## src/rtl/rr_ffo_arbiter_pkg.sv

```systemverilog
// Shared types and constants for the round-robin find-first-one arbiter.
package rr_ffo_arbiter_pkg;

  typedef enum logic [1:0] {
    ARB_IDLE  = 2'd0,
    ARB_GRANT = 2'd1,
    ARB_BUSY  = 2'd2
  } arb_state_t;

  localparam int unsigned ARB_IW_MAX = 6;

  // All-ones ffo result; truncated to the instance index width it means "no requester".
  localparam logic [ARB_IW_MAX-1:0] ARB_NONE = '1;

  function automatic int unsigned arb_iw(input int unsigned n);
    return $clog2(n);
  endfunction

endpackage

```

## src/rtl/rr_ffo_arbiter_ffo.sv

```systemverilog
// Find-first-one from the top: index of the highest set bit, all-ones when the input is zero.
module rr_ffo_arbiter_ffo #(
  parameter int unsigned N  = 12,
  parameter int unsigned IW = 4
) (
  input  logic [N-1:0]  vec_i,
  output logic [IW-1:0] idx_o
);

  // Ascending scan so the highest set bit is the last one written.
  always_comb begin
    idx_o = '1;
    for (int i = 0; i < N; i++) begin
      if (vec_i[i]) idx_o = IW'(i);
    end
  end

endmodule

```

## src/rtl/rr_ffo_arbiter.sv

```systemverilog
// Round-robin arbiter: masked/unmasked ffo selection, sticky valid/ready grant,
// resource lock until done, and a BUSY-cycle watchdog.
module rr_ffo_arbiter
  import rr_ffo_arbiter_pkg::*;
#(
  parameter  int unsigned N   = 12,
  parameter  int unsigned TMO = 255,
  localparam int unsigned IW  = arb_iw(N)
) (
  input  logic          clk_i,
  input  logic          rst_i,
  input  logic [N-1:0]  req_i,
  input  logic          gnt_rdy_i,
  input  logic          done_i,
  output logic          gnt_v_o,
  output logic [N-1:0]  gnt_o,
  output logic [IW-1:0] gnt_idx_o,
  output logic          busy_o,
  output logic          tmo_o
);

  localparam int unsigned CW = (TMO == 0) ? 1 : $clog2(TMO + 1);

  arb_state_t    state_q, state_d;
  logic [IW-1:0] last_q, last_d;
  logic [CW-1:0] cnt_q, cnt_d;
  logic          gnt_v_q, gnt_v_d;
  logic [N-1:0]  gnt_q, gnt_d;
  logic [IW-1:0] idx_q, idx_d;
  logic          busy_q, busy_d;
  logic          tmo_q, tmo_d;

  logic [N-1:0]  mask_c;
  logic [N-1:0]  masked_c;
  logic [IW-1:0] ffo_masked_c;
  logic [IW-1:0] ffo_full_c;
  logic [IW-1:0] sel_c;
  logic          rel_c;

  // Requesters below the last released owner get first pick.
  always_comb begin
    mask_c = '0;
    for (int i = 0; i < N; i++) begin
      mask_c[i] = (IW'(i) < last_q);
    end
    masked_c = req_i & mask_c;
    sel_c    = (ffo_masked_c == ARB_NONE[IW-1:0]) ? ffo_full_c : ffo_masked_c;
  end

  rr_ffo_arbiter_ffo #(.N(N), .IW(IW)) u_ffo_masked (
    .vec_i (masked_c),
    .idx_o (ffo_masked_c)
  );

  rr_ffo_arbiter_ffo #(.N(N), .IW(IW)) u_ffo_full (
    .vec_i (req_i),
    .idx_o (ffo_full_c)
  );

  always_comb begin
    state_d = state_q;
    last_d  = last_q;
    cnt_d   = cnt_q;
    gnt_v_d = gnt_v_q;
    gnt_d   = gnt_q;
    idx_d   = idx_q;
    busy_d  = busy_q;
    tmo_d   = 1'b0;
    rel_c   = 1'b0;

    case (state_q)
      ARB_IDLE: begin
        if (|req_i) begin
          state_d = ARB_GRANT;
          gnt_v_d = 1'b1;
          idx_d   = sel_c;
          gnt_d   = N'(1) << sel_c;
        end
      end
      ARB_GRANT: begin
        if (gnt_rdy_i) begin
          if (done_i) begin
            rel_c = 1'b1;
          end else begin
            state_d = ARB_BUSY;
            gnt_v_d = 1'b0;
            busy_d  = 1'b1;
            cnt_d   = '0;
          end
        end
      end
      ARB_BUSY: begin
        if (cnt_q != '1) cnt_d = cnt_q + CW'(1);
        // A done on the timeout cycle is a normal release.
        if (done_i) begin
          rel_c = 1'b1;
        end else if ((TMO != 0) && (cnt_q == CW'(TMO - 1))) begin
          rel_c = 1'b1;
          tmo_d = 1'b1;
        end
      end
      default: state_d = ARB_IDLE;
    endcase

    if (rel_c) begin
      state_d = ARB_IDLE;
      last_d  = idx_q;
      gnt_v_d = 1'b0;
      busy_d  = 1'b0;
      gnt_d   = '0;
      idx_d   = '0;
    end
  end

  always_ff @(posedge clk_i) begin
    if (rst_i) begin
      state_q <= ARB_IDLE;
      last_q  <= '0;
      cnt_q   <= '0;
      gnt_v_q <= 1'b0;
      gnt_q   <= '0;
      idx_q   <= '0;
      busy_q  <= 1'b0;
      tmo_q   <= 1'b0;
    end else begin
      state_q <= state_d;
      last_q  <= last_d;
      cnt_q   <= cnt_d;
      gnt_v_q <= gnt_v_d;
      gnt_q   <= gnt_d;
      idx_q   <= idx_d;
      busy_q  <= busy_d;
      tmo_q   <= tmo_d;
    end
  end

  assign gnt_v_o   = gnt_v_q;
  assign gnt_o     = gnt_q;
  assign gnt_idx_o = idx_q;
  assign busy_o    = busy_q;
  assign tmo_o     = tmo_q;

endmodule

```

## config.mk

```make
export PLATFORM = sky130hd
export DESIGN_NAME = rr_ffo_arbiter
export DESIGN_NICKNAME = d
export VERILOG_FILES = /design/src/rtl/rr_ffo_arbiter_pkg.sv /design/src/rtl/rr_ffo_arbiter_ffo.sv /design/src/rtl/rr_ffo_arbiter.sv
export SDC_FILE = /design/constraint.sdc
export NUM_CORES = 1
export LEC_CHECK = 0
export CORE_MARGIN = 1.5
export CORE_UTILIZATION = 52
export CTS_BUF_LIST = sky130_fd_sc_hd__clkbuf_16
export DETAILED_ROUTE_END_ITERATION = 10
export GPL_ROUTABILITY_DRIVEN = 1
export PLACE_DENSITY = 0.8
export SETUP_SLACK_MARGIN = 0.3
export SLEW_MARGIN = 20
export SYNTH_ARGS = -nofsm -noshare
export SYNTH_HDL_FRONTEND = slang
export SYNTH_SLANG_ARGS = --single-unit
```

## constraint.sdc

```tcl
create_clock -name clk_i -period 3.2 [get_ports clk_i]
set_clock_uncertainty 0.05 [all_clocks]
set_input_delay 0.64 -clock clk_i [delete_from_list [all_inputs] [get_ports clk_i]]
set_output_delay 0.64 -clock clk_i [all_outputs]
set_load 0.01 [all_outputs]
```

# [Word-level counts from Yosys, hierarchy flattened]
# Index checks and enable logic that the tools add are counted.
[totals] inputBits=16 latchBits=0 mem_bits_ro=0 n_memories=0 output_inout_bits=19 elab_cells=87 reg_bits=33 ram_bits=0
[classes] magnitude_cmp=12 n_bitwise=3 n_reduce_logical=11 mux=42 n_eq_ne=9 addsub=1 div_mod_pow=0 shift=1 n_mul=0
[op_table] op="$mux W4" n=25
[op_table] op="$mux W8" n=3
[op_table] op="$lt A3 B4 Y1 const A" n=4
[op_table] op="$lt A4 B4 Y1 const A" n=4
[op_table] op="$pmux W8 S2" n=1
[op_table] op="$and A12 B12 Y12" n=1
[op_table] op="$reduce_and A4 Y1" n=3
[op_table] op="$reduce_or A12 Y1" n=1
[op_table] op="$shl A1 B4 Y12 const A" n=1
[op_table] op="$add A8 B1 Y8 const B" n=1
[op_table] op="$eq A8 B8 Y1 const B" n=1
[op_table] op="$lt A1 B4 Y1 const A" n=2
[op_table] op="$lt A2 B4 Y1 const A" n=2
[op_table] op="$ne A2 B2 Y1 const B" n=4
[op_table] op="$ne A8 B8 Y1 const B" n=1
[op_table] op="$mux W1" n=7
[op_table] op="$mux W2" n=3
[op_table] op="$pmux W2 S3" n=1
[op_table] op="$eq A4 B4 Y1 const B" n=1
[op_table] op="$pmux W1 S2" n=2
[op_table] op="$reduce_bool A2 Y1" n=2
[op_table] op="$reduce_and A3 Y1" n=1
[op_table] op="$reduce_or A3 Y1" n=1
[op_table] op="$eq A2 B1 Y1 const B" n=1
[op_table] op="other kinds (5)" n=6

# [Logic depth before layout (Yosys ltp)]
[depth] depth_word=17 mapped_depth=12

# [Hierarchy]
# A second synthesis with hierarchy kept.
[hier_totals] hier_cells=261 area_unflattened_um2=2054.5
[modules_own_cells] mod="rr_ffo_arbiter" seq_area_each_um2=660.6 area_per_inst_um2=1811.7 n_inst=1 cells_each=217
[modules_own_cells] mod="rr_ffo_arbiter_ffo" seq_area_each_um2=0.0 area_per_inst_um2=121.4 n_inst=2 cells_each=22

# [Least setup slack after synthesis]
# No wires, ideal clock.
[synth_path] kind="input to register" start="input port req_i[3]" end="register gnt_q[11], in the netlist gnt_o[11]" n_path_buf=0 arrival_time_ps=2231 required_ps=3033 slack_ps=802 cell_stages=7 path_cell_list="o21a_1 -> a2bb2oi_1 -> or4_4 -> a2111oi_4 -> o31a_2 -> nor2_2 -> a22o_1"
[synth_via] elab_chain_len=13 elab_cells_between_ends=24 cone_classes="1 x eq/ne; 1 x shift; 19 x mux; 1 x bitwise; 2 x reduce/logical"
[synth_rtl] item="start: declaration" line="rr_ffo_arbiter.sv:12" rtl="input logic [N-1:0] req_i,"
[synth_rtl] item="$and A12 B12 Y12" line="rr_ffo_arbiter.sv:46" rtl="masked_c = req_i & mask_c;"
[synth_rtl] item="$mux W4 (9 in series)" line="rr_ffo_arbiter_ffo.sv:14" rtl="if (vec_i[i]) idx_o = IW'(i);"
[synth_rtl] item="$eq A4 B4 Y1" line="rr_ffo_arbiter.sv:47" rtl="sel_c = (ffo_masked_c == ARB_NONE[IW-1:0]) ? ffo_full_c : ffo_masked_c;"
[synth_rtl] item="$mux W4" line="rr_ffo_arbiter.sv:47"
[synth_rtl] item="$shl A1 B4 Y12" line="rr_ffo_arbiter.sv:77" rtl="gnt_d = N'(1) << sel_c;"
[synth_rtl] item="end signal: assignment" line="rr_ffo_arbiter.sv:130" rtl="gnt_q <= gnt_d;"
[synth_rtl] item="end: declaration" line="rr_ffo_arbiter.sv:28" rtl="logic [N-1:0] gnt_q, gnt_d;"
# Several ways; a longest one is shown, not always the timed one.
# A chain may end at the register's enable or synchronous reset.

# [Worst setup path in the final report]
# Ends and elaborated chain as after synthesis.

==> impl_results.md <==
* Post-synth design cell area at 0.00189 mm^2
* Ys flop type: sky130_fd_sc_hd__dfxtp_1
* Overall die width at 63.3 um
* Overall via count from detail_route at 1,829
* Cell at the slowest stage of the critical path: sky130_fd_sc_hd__or4_4
* Yosys top cell by area: sky130_fd_sc_hd__dfxtp_1
* CP Cell Sequence: clkdlybuf4s50_1 -> o21a_1 -> a2bb2oi_1 -> or4_4 -> a2111oi_4 -> o31a_2 -> nor2_2 -> a22o_1
* Initial antenna violation count at 0
* Site Rows at 21
* Total track usage at 23.2%
* Total power divided by cell area at 459 mW/mm^2
* DIE HEIGHT at 63.3 um
* Max Clock Freq at 0.365 GHz
* Largest cells by area after synthesis: sky130_fd_sc_hd__dfxtp_1 35%, sky130_fd_sc_hd__nor2_1 6.4%, sky130_fd_sc_hd__nand2_1 6.2%, sky130_fd_sc_hd__o21ai_0 4.8%, sky130_fd_sc_hd__a21oi_1 3.7%
* Slowest stage delay, CP at 0.56 ns
* Total count of hold-check failures in the final report at 0
* Final setup violating endpoints at 0
* Gate count of the mapped netlist at 243
* Cell variety after synth at 53
* Sort of element at the start of the critical path: input pin
* Hold WC Path Type: flip-flop to flip-flop
* Inserted Clock Buffers at 5
* Portion of synthesized cell area occupied by the leading cell type at 35.0%
* Share of the cycle needed by the critical path after routing at 85.6%
* Clock period minus final worst setup slack at 2.74 ns
* Post-Layout Inst Area at 0.00241 mm^2
* Endpoint class of the critical path: flip-flop
* Total I/O pin count at 35
* Utilization after layout at 70.6%
* Placed inst area at 0.00228 mm^2
* Final net count at 299
* Status: complete, no violations
* Ys Warns at 0
* Fraction of layout cells with a size suffix above 1 at 6.47%
* Max-cap violations at 0
* Final RePlAce weighted congestion at 0.903
* P&R area growth vs syn at 27.7%
* Largest net degree at the start of global routing at 17
* Clk sinks at 33
* Setup Slack @ Placement at 0.131 ns
* Final antenna-violating net count at 0
* Number of hold buffers added after CTS at 0
* Max-slew violation count at 0
* Worst path required time at 3.31 ns
* Post-CTS Setup Inserts at 0
* DR DRC count at 0
* Final setup margin at 0.462 ns
* Top cells by instance count after synthesis: 33 x sky130_fd_sc_hd__dfxtp_1, 32 x sky130_fd_sc_hd__nor2_1, 31 x sky130_fd_sc_hd__nand2_1, 18 x sky130_fd_sc_hd__o21ai_0, 14 x sky130_fd_sc_hd__a21oi_1
* Via count of the first global-routing pass at 1,671
* Number of search-and-repair iterations in the first detailed-routing pass at 4
* Net count of the mapped netlist at 264
* Count of flip-flops with a built-in enable after synthesis at 0
* Master cell of the clock root buffer: sky130_fd_sc_hd__clkbuf_16
* Average via count per standard cell at 5.65
* # resized after CTS at 0
* Final Routed Wirelength at 4300 um
* Area of the core region at 0.00342 mm^2
* Fin cells at 324
* Relative max-transition margin at 59.4%
* Unrepaired setup endpoints after global routing: no
* Maximum resistive drop on vdd at 0.000279 V
* Reg clk slew, reported paths at 0.05 ns
* Antenna diode count at 0
* Largest fanout of any net on the critical path at 4
* Aggregate global routing overflow at 0
* Slew at the pin closest to its max-slew limit at 0.605 ns
* Max clock buf depth at 2
* #FFs+latches synth at 33
* Dominant cell by count in the synthesized netlist: sky130_fd_sc_hd__dfxtp_1
* Die area at 0.00400 mm^2
* Starting utilization of the core area at 55.3%
* Iteration-0 DRC count of the detailed router at 154
* Pleak at 0.929 nW
* CP Class: input pin to flip-flop
* Number of buffers added on ports at 34
* Wire length of the first global-routing pass at 7480 um
* Sum of net half-perimeters after detailed placement at 3160 um
* Worst Path Arrival at 2.85 ns
* Post-synthesis average cell area at 7.77 um^2
* Average wire length per cell after detail routing at 13.3 um
* Clock insertion delay at the later pin of the skew report at 0.27 ns
* Seq/Total Area, Yosys at 35.0%
* Number of fillers in the final layout at 290
* Async S/R FF share, synth at 0%
* CTS H-tree depth at 2
* TritonCTS clock tree: done
* Total Negative Setup Slacks at 0 ns
* Placed Cells at 317
==> worst paths after layout <==
path | startpoint | to | slack, ns | cells after the start
setup / recovery | req_i[3] | gnt_o[11]$_SDFFE_PP0P_ | 0.46 | 8
hold / removal | gnt_o[8]$_SDFFE_PP0P_ | gnt_o[8]$_SDFFE_PP0P_ | 0.39 | 2
setup reg to reg | last_q[2]$_SDFFE_PP0P_ | gnt_o[11]$_SDFFE_PP0P_ | 0.67 | 7
hold reg to reg | gnt_o[8]$_SDFFE_PP0P_ | gnt_o[8]$_SDFFE_PP0P_ | 0.39 | 2
==> final cells by class <==
type                       instances  area (um^2)  share of cell area (%)
multi-input combinational        192         1160                    48.0
clock inverter                     2         7.51                   0.311
timing repair buffer              38          373                    15.5
tap                               46         57.6                    2.39
sequential                        33          661                    27.4
inverter                           8         30.0                    1.25
clock buffer                       5          125                    5.19
==> metal layers <==
| layer | part of all wire (%) | wire length [um] | GRT usage, % | vias up |
|---|---|---|---|---|
| met5 | 0 | 0 | 0 | - |
| met4 | 1.6 | 70 | 7.61 | 0 |
| met3 | 3.9 | 168 | 4.29 | 7 |
| met2 | 45 | 1930 | 38.0 | 44 |
| met1 | 50 | 2130 | 30.8 | 830 |
| li1 | - | - | - | 948 |
==> logic make-up (layout without fill, tap and decap cells) <==
kind of cell    count (synthesis)  in the layout  synth area share [%]
flops                          33             33                  35.0
compound gates                 73             73                  26.2
xor+xnor                        4              4                  1.86
buf+inv                        18             53                  3.71
mux                             7              7                  3.71
simple gates                  103            103                  26.2
fa+ha+maj                       5              5                  3.31
==> state kept, by name, summed over array words and instances, names as in the netlist <==
signal	flops
gnt_o	12
cnt_q	8
gnt_idx_o	4
last_q	4
state_q	2
busy_o	1
gnt_v_o	1
tmo_o	1
==> stage by stage <==
step	hold WS (ns)	power, W
2_1_floorplan	0.408	0.000586
3_3_place_gp	0.384	0.000679
3_5_place_dp	0.392	0.000683
4_1_cts	0.398	0.00111
5_1_grt	0.427	0.00117
6_report	0.392	0.00111
==> cells in the final DEF, fill, tap and decap left out, types with 6 or more instances in the layout <==
cell,count
sky130_fd_sc_hd__o21ai_0,18
sky130_fd_sc_hd__nand3_1,7
sky130_fd_sc_hd__dfxtp_1,33
sky130_fd_sc_hd__clkdlybuf4s50_1,33
sky130_fd_sc_hd__nor2_1,32
sky130_fd_sc_hd__mux2i_1,7
sky130_fd_sc_hd__nand2_1,31
sky130_fd_sc_hd__a21oi_1,14
sky130_fd_sc_hd__inv_1,9
sky130_fd_sc_hd__o31ai_1,6
==> power by group <==
group / switching (W) / internal (W) / total [W]
combinational: 0.000117 / 0.000107 / 0.000224
clock: 0.000153 / 0.000277 / 0.000430
sequential: 0.0000192 / 0.000434 / 0.000453
==> critical path: cells and delay by family <==
kind                   cells  cell delay (ns)
AOI/OAI and AO/OA          5             1.14
buffers and inverters      1             0.45
and+or+nand+nor            2             0.61
No activity file was read; power rests on OpenSTA's default activity.
